[src/rtl/hazard_pkg.sv]
// hazard_pkg: shared types and encodings for the pipeline hazard controller.
//   dmiss_state_e   : data-cache miss FSM states (RUN, MISS)
//   RESULT_SRC_LOAD : ResultSrc encoding that marks a load in execute
//   FWD_*           : forwarding select encodings for ForwardA_e/ForwardB_e
package hazard_pkg;

  typedef enum logic {
    RUN  = 1'b0,
    MISS = 1'b1
  } dmiss_state_e;

  localparam logic [1:0] RESULT_SRC_LOAD = 2'b01;

  localparam logic [1:0] FWD_RF  = 2'b00;
  localparam logic [1:0] FWD_WB  = 2'b01;
  localparam logic [1:0] FWD_MEM = 2'b10;

endpackage

[src/rtl/hazard_forward_unit.sv]
// hazard_forward_unit: combinational forwarding select for one execute operand.
//   rs                       : execute-stage source register
//   rd_m, rd_w               : destination registers in M and W
//   reg_write_m, reg_write_w : write enables in M and W
//   valid_m, valid_w         : stage valid bits in M and W
//   fwd                      : FWD_MEM, FWD_WB or FWD_RF
// M is checked first so the youngest producer wins when both stages match.
module hazard_forward_unit
  import hazard_pkg::*;
#(
  parameter int REG_ADDR_WIDTH = 5
) (
  input  logic [REG_ADDR_WIDTH-1:0] rs,
  input  logic [REG_ADDR_WIDTH-1:0] rd_m,
  input  logic [REG_ADDR_WIDTH-1:0] rd_w,
  input  logic                      reg_write_m,
  input  logic                      reg_write_w,
  input  logic                      valid_m,
  input  logic                      valid_w,
  output logic [1:0]                fwd
);

  always_comb begin
    fwd = FWD_RF;
    if (valid_m && reg_write_m && (rd_m != '0) && (rd_m == rs)) begin
      fwd = FWD_MEM;
    end else if (valid_w && reg_write_w && (rd_w != '0) && (rd_w == rs)) begin
      fwd = FWD_WB;
    end
  end

endmodule

[src/rtl/hazard_ctrl.sv]
// hazard_ctrl: pipeline control unit. Drives every stage register's enable,
// synchronous flush and valid input, and resolves load-use, redirect,
// data-cache miss and instruction-cache miss hazards.
//   clk, rst_n                     : clock, synchronous active-low reset
//   Rs1_d/Rs2_d, use_rs1_d/use_rs2_d : decode sources and whether they are read
//   Rs1_e/Rs2_e                    : execute sources (forwarding)
//   Rd_*/RegWrite_*/valid_*        : producer info per stage
//   ResultSrc_e                    : execute result source (load detection)
//   redirect_e                     : taken branch/jump resolved in execute
//   dcache_miss, dcache_ready      : D-cache miss level / refill-done pulse
//   icache_miss                    : fetch miss level
//   en_f..en_mw                    : stage enables (0 = hold)
//   flush_n_fd, flush_n_de         : active-low synchronous clears
//   valid_gate_f/d/m               : valid written into F/D, D/E, M/W
//   ForwardA_e, ForwardB_e         : execute operand forwarding selects
//   stall_count                    : saturating count of cycles with en_fd=0
//   dmiss_busy                     : miss FSM is in MISS (FSM state view)
//
// Handshake note: dcache_miss is a level qualified by valid_m; dcache_ready is
// a one-cycle pulse only honoured in MISS. The cycle in which ready is seen is
// still frozen; the pipeline resumes on the following cycle.
module hazard_ctrl
  import hazard_pkg::*;
#(
  parameter int REG_ADDR_WIDTH  = 5,
  parameter int STALL_CNT_WIDTH = 16
) (
  input  logic                       clk,
  input  logic                       rst_n,
  input  logic [REG_ADDR_WIDTH-1:0]  Rs1_d,
  input  logic [REG_ADDR_WIDTH-1:0]  Rs2_d,
  input  logic                       use_rs1_d,
  input  logic                       use_rs2_d,
  input  logic [REG_ADDR_WIDTH-1:0]  Rs1_e,
  input  logic [REG_ADDR_WIDTH-1:0]  Rs2_e,
  input  logic [REG_ADDR_WIDTH-1:0]  Rd_e,
  input  logic [REG_ADDR_WIDTH-1:0]  Rd_m,
  input  logic [REG_ADDR_WIDTH-1:0]  Rd_w,
  input  logic                       RegWrite_e,
  input  logic                       RegWrite_m,
  input  logic                       RegWrite_w,
  input  logic                       valid_e,
  input  logic                       valid_m,
  input  logic                       valid_w,
  input  logic [1:0]                 ResultSrc_e,
  input  logic                       redirect_e,
  input  logic                       dcache_miss,
  input  logic                       dcache_ready,
  input  logic                       icache_miss,
  output logic                       en_f,
  output logic                       en_fd,
  output logic                       en_de,
  output logic                       en_em,
  output logic                       en_mw,
  output logic                       flush_n_fd,
  output logic                       flush_n_de,
  output logic                       valid_gate_f,
  output logic                       valid_gate_d,
  output logic                       valid_gate_m,
  output logic [1:0]                 ForwardA_e,
  output logic [1:0]                 ForwardB_e,
  output logic [STALL_CNT_WIDTH-1:0] stall_count,
  output logic                       dmiss_busy
);

  dmiss_state_e state, state_next;
  logic         freeze;
  logic         load_use;
  logic [1:0]   fwd_a, fwd_b;

  hazard_forward_unit #(.REG_ADDR_WIDTH(REG_ADDR_WIDTH)) u_fwd_a (
    .rs          (Rs1_e),
    .rd_m        (Rd_m),
    .rd_w        (Rd_w),
    .reg_write_m (RegWrite_m),
    .reg_write_w (RegWrite_w),
    .valid_m     (valid_m),
    .valid_w     (valid_w),
    .fwd         (fwd_a)
  );

  hazard_forward_unit #(.REG_ADDR_WIDTH(REG_ADDR_WIDTH)) u_fwd_b (
    .rs          (Rs2_e),
    .rd_m        (Rd_m),
    .rd_w        (Rd_w),
    .reg_write_m (RegWrite_m),
    .reg_write_w (RegWrite_w),
    .valid_m     (valid_m),
    .valid_w     (valid_w),
    .fwd         (fwd_b)
  );

  // The entry cycle freezes too, so the missing access is held in M from the
  // very cycle the miss is reported.
  assign freeze = (state == MISS) || (dcache_miss && valid_m);

  assign load_use = (ResultSrc_e == RESULT_SRC_LOAD) && valid_e && RegWrite_e &&
                    (Rd_e != '0) &&
                    ((use_rs1_d && (Rd_e == Rs1_d)) || (use_rs2_d && (Rd_e == Rs2_d)));

  always_ff @(posedge clk) begin
    if (!rst_n) begin
      state <= RUN;
    end else begin
      state <= state_next;
    end
  end

  always_comb begin
    state_next = state;
    case (state)
      RUN:     if (dcache_miss && valid_m) state_next = MISS;
      MISS:    if (dcache_ready)           state_next = RUN;
      default: state_next = RUN;
    endcase
  end

  always_comb begin
    en_f         = 1'b1;
    en_fd        = 1'b1;
    en_de        = 1'b1;
    en_em        = 1'b1;
    en_mw        = 1'b1;
    flush_n_fd   = 1'b1;
    flush_n_de   = 1'b1;
    valid_gate_f = 1'b1;
    valid_gate_d = 1'b1;
    valid_gate_m = 1'b1;
    ForwardA_e   = fwd_a;
    ForwardB_e   = fwd_b;
    dmiss_busy   = (state == MISS);
    if (!rst_n) begin
      flush_n_fd   = 1'b0;
      flush_n_de   = 1'b0;
      valid_gate_f = 1'b0;
      valid_gate_d = 1'b0;
      valid_gate_m = 1'b0;
      ForwardA_e   = FWD_RF;
      ForwardB_e   = FWD_RF;
      dmiss_busy   = 1'b0;
    end else if (freeze) begin
      // W drains (M/W loads a bubble) while everything up to M holds.
      en_f         = 1'b0;
      en_fd        = 1'b0;
      en_de        = 1'b0;
      en_em        = 1'b0;
      valid_gate_m = 1'b0;
    end else if (redirect_e) begin
      flush_n_fd = 1'b0;
      flush_n_de = 1'b0;
    end else if (load_use) begin
      // D/E keeps its payload but takes an invalid bubble; the load moves on,
      // so the condition clears by itself next cycle.
      en_f         = 1'b0;
      en_fd        = 1'b0;
      valid_gate_d = 1'b0;
    end else if (icache_miss) begin
      en_f         = 1'b0;
      valid_gate_f = 1'b0;
    end
  end

  always_ff @(posedge clk) begin
    if (!rst_n) begin
      stall_count <= '0;
    end else if (!en_fd && (stall_count != '1)) begin
      stall_count <= stall_count + STALL_CNT_WIDTH'(1);
    end
  end

endmodule

[config.mk]
export PLATFORM = sky130hd
export DESIGN_NAME = hazard_ctrl
export DESIGN_NICKNAME = d
export VERILOG_FILES = /design/src/rtl/hazard_pkg.sv /design/src/rtl/hazard_forward_unit.sv /design/src/rtl/hazard_ctrl.sv
export SDC_FILE = /design/constraint.sdc
export NUM_CORES = 1
export LEC_CHECK = 0
export ABC_AREA = 1
export CELL_PAD_IN_SITES_DETAIL_PLACEMENT = 1
export CELL_PAD_IN_SITES_GLOBAL_PLACEMENT = 2
export CORE_ASPECT_RATIO = 0.75
export CORE_MARGIN = 5
export CORE_UTILIZATION = 20
export CTS_CLUSTER_SIZE = 12
export DETAILED_ROUTE_END_ITERATION = 8
export HOLD_SLACK_MARGIN = 0.08
export PLACE_DENSITY_LB_ADDON = 0.3
export SYNTH_ARGS = -nofsm -noshare
export SYNTH_HDL_FRONTEND = slang
export SYNTH_SLANG_ARGS = --single-unit
[constraint.sdc]
create_clock -name clk -period 2.04 [get_ports clk]
set_input_delay 0.408 -clock clk [delete_from_list [all_inputs] [get_ports clk]]
set_output_delay 0.408 -clock clk [all_outputs]
set_load 0.1 [all_outputs]
==> run metrics <==
layout cells sized above 1=0.4118; worst path cell trace=buf_8 > xor2_1 > or2_4 > nor4_4 > inv_1 > nor2_4 > buf_12; GRT Util Overall=0.1344; Tcrit/Tclk final=1.008; Synth Register Bits=17; Final Power=1.470 mW; WP buf/inv=3; Vias=2169; CTS tree=yes; CP Launch Point=Rd_m[3]; Slowest cell on crit path=nor4_4; final-report hold violation count=0; CP required=1630 ps; Syn Area/Cell=5.854 sq um; final core occ=0.3865; worst clock skew=4.564 ps; DP Cell Count=507; Post-synth ARST share=0; Worst VDD drop=0.0002641 V; TritonCTS buffer count=3; H-tree depth=1; Core Region=8491 sq um; largest cells by area after synthesis=dfxtp_1 (19%), nand2_1 (17%), inv_1 (11%); pre-CTS WS=-410.2 ps; RSZ-0062 raised after global routing=yes; P_leak=1.568 nW; Crit. End Element=output port; CTS Buffer Depth=2; CP max stage delay=300 ps; # setup viols final=1; Cells after Synth=299; CTS sink cnt=17; critical path arrival=1650 ps; # DRC=0; area leader, netlist=dfxtp_1; drt initial violations=55; sequential fraction of the synthesis area=0.1944; vias in the first global route=2327; I/O Buffers=80; status=complete, but fails checks; die area=10740 sq um; crit path launch type=input port; Worst Path Class, Setup=in -> out; crit path time final=2057 ps; synthesized area=1750 sq um; worst setup margin=-17.17 ps; GP Congestion=0.7519; clk_lat worst skew=250 ps; pin count of the biggest net entering global routing=21; CTS root buffer=clkbuf_16; final WL=7245 um; Fmax achieved=486.1 MHz; Detailed Place HPWL=5968 um; ANT cells=0; Avg Vias per Cell=4.203; Max FO, Critical Path=3; non-filler cells, final=516; pwr/cell area=448.0 nW/um^2; CP top delay family=simple AND/OR/NAND/NOR gates; Site Rows=29; DP Area=3109 sq um; Worst-path clk slew=60 ps; failing checks=negative setup slack; EDFF count, synth=0; post-route ant nets=0; Starting Density=0.2062; Worst Hold Class=reg -> reg; Slew Viols, Final=0; GRT overflow=0; first-pass GRT wire length=12010 um; Max Cap Viol=0; initial antenna violation count=0; die width=118.0 um; Chip Height=91.02 um; Layout area overhead=87.49%; post-synthesis net count=351; Post-Layout Inst Area=3282 sq um; Yosys top cell area share=0.1944; Yosys warning total=0; top-count cell post-synth=nand2_1; most instantiated cells after synthesis=nand2_1 (81), inv_1 (51), nor2_1 (48); routed len/inst=14.04 um; hold slack=517.0 ps; Hold Path Origin=state; Reg2Reg Launch Point=stall_count[0]; final net count=461; I/O Pins=82; DR pass1 iterations=4; total negative slack=-17.17 ps; top_reg_cell synth=dfxtp_1; Netlist cell types=31
-- layout by cell type (no fill, tap or decap), types with 4 or more instances in the layout --
cell,synthesis,layout
nand2_1,81,75
buf_4,3,44
nor2_1,48,40
inv_1,51,39
xor2_1,21,20
buf_12,0,19
clkbuf_2,0,18
nand4_1,16,16
inv_2,2,13
dlygate4sd2_1,0,13
buf_6,3,10
dfxtp_2,0,10
nand3_1,10,8
nor2_4,2,7
dfxtp_1,17,7
buf_2,4,6
nand2_2,3,5
nor3_1,5,4
nand3_2,3,4
xnor2_1,6,4
clkdlybuf4s50_1,0,4
-- repair_timing --
action                                  in CTS  in global routing
endpoints found under the setup margin      26                  8
gates resized for setup                    124                 59
buffers inserted                             4                  1
hold buffers                                 0                  0
cloned                                       0                  0
pin swaps                                   44                 35
-- state kept, by name (all words and copies together) (netlist names) --
register / count
state: 1
stall_count: 16
-- worst paths after layout --
kind	endpoint	slack (ps)	cells after the start
worst max-delay path	ForwardB_e[1]	-20	7
worst min-delay path	state	520	1
worst max register to register	stall_count[3]	340	11
worst min register to register	state	520	1
-- power by group --
| part | total (mW) | internal (mW) | switching, mW | leakage (nW) |
|---|---|---|---|---|
| Combinational | 0.695 | 0.265 | 0.430 | 1.38 |
| Clock | 0.405 | 0.263 | 0.142 | 0.0409 |
| Sequential | 0.370 | 0.350 | 0.0208 | 0.143 |
-- metal layers --
layer | vias to the layer above | wire length [um] | GRT usage
li1 | 1134 | - | -
met1 | 1002 | 3526 | 0.1809
met2 | 31 | 3478 | 0.2298
met3 | 2 | 219 | 0.02795
met4 | 0 | 21 | 0.01433
met5 | - | 0 | 0
-- final cells by class --
type                            instances  area (sq um)
Sequential cell                        17         352.8
Timing Repair Buffer                  116          1122
Multi-Input combinational cell        218          1389
Inverter                               53         202.7
Tap cell                              108         135.1
Fill cell                            1077          5209
Clock buffer                            3         75.07
Clock inverter                          1         5.005
-- cell families (layout without fill, tap and decap cells) --
group	Yosys count	count (layout)	share of synthesized area
and+or+nand+nor	175	175	0.4496
DFF	17	17	0.1944
adders and majority gates	1	1	0.007147
other	1	1	0.002142
buffers and inverters	64	173	0.1594
AOI/OAI and AO/OA	14	14	0.05219
xor gates and xnor gates	27	27	0.1351
-- worst reg2reg max path, cell delays in order, from the launching register on --
cell and delay, ps:
dfxtp_2 370, ha_1 210, nand3_2 150, inv_2 120, nand3_4 80, nor2_4 110
nand3_2 90, nand3_2 120, buf_12 160, nand2_1 70, nand2_1 60, nor2_1 40
No activity file was read; power rests on OpenSTA's default activity.
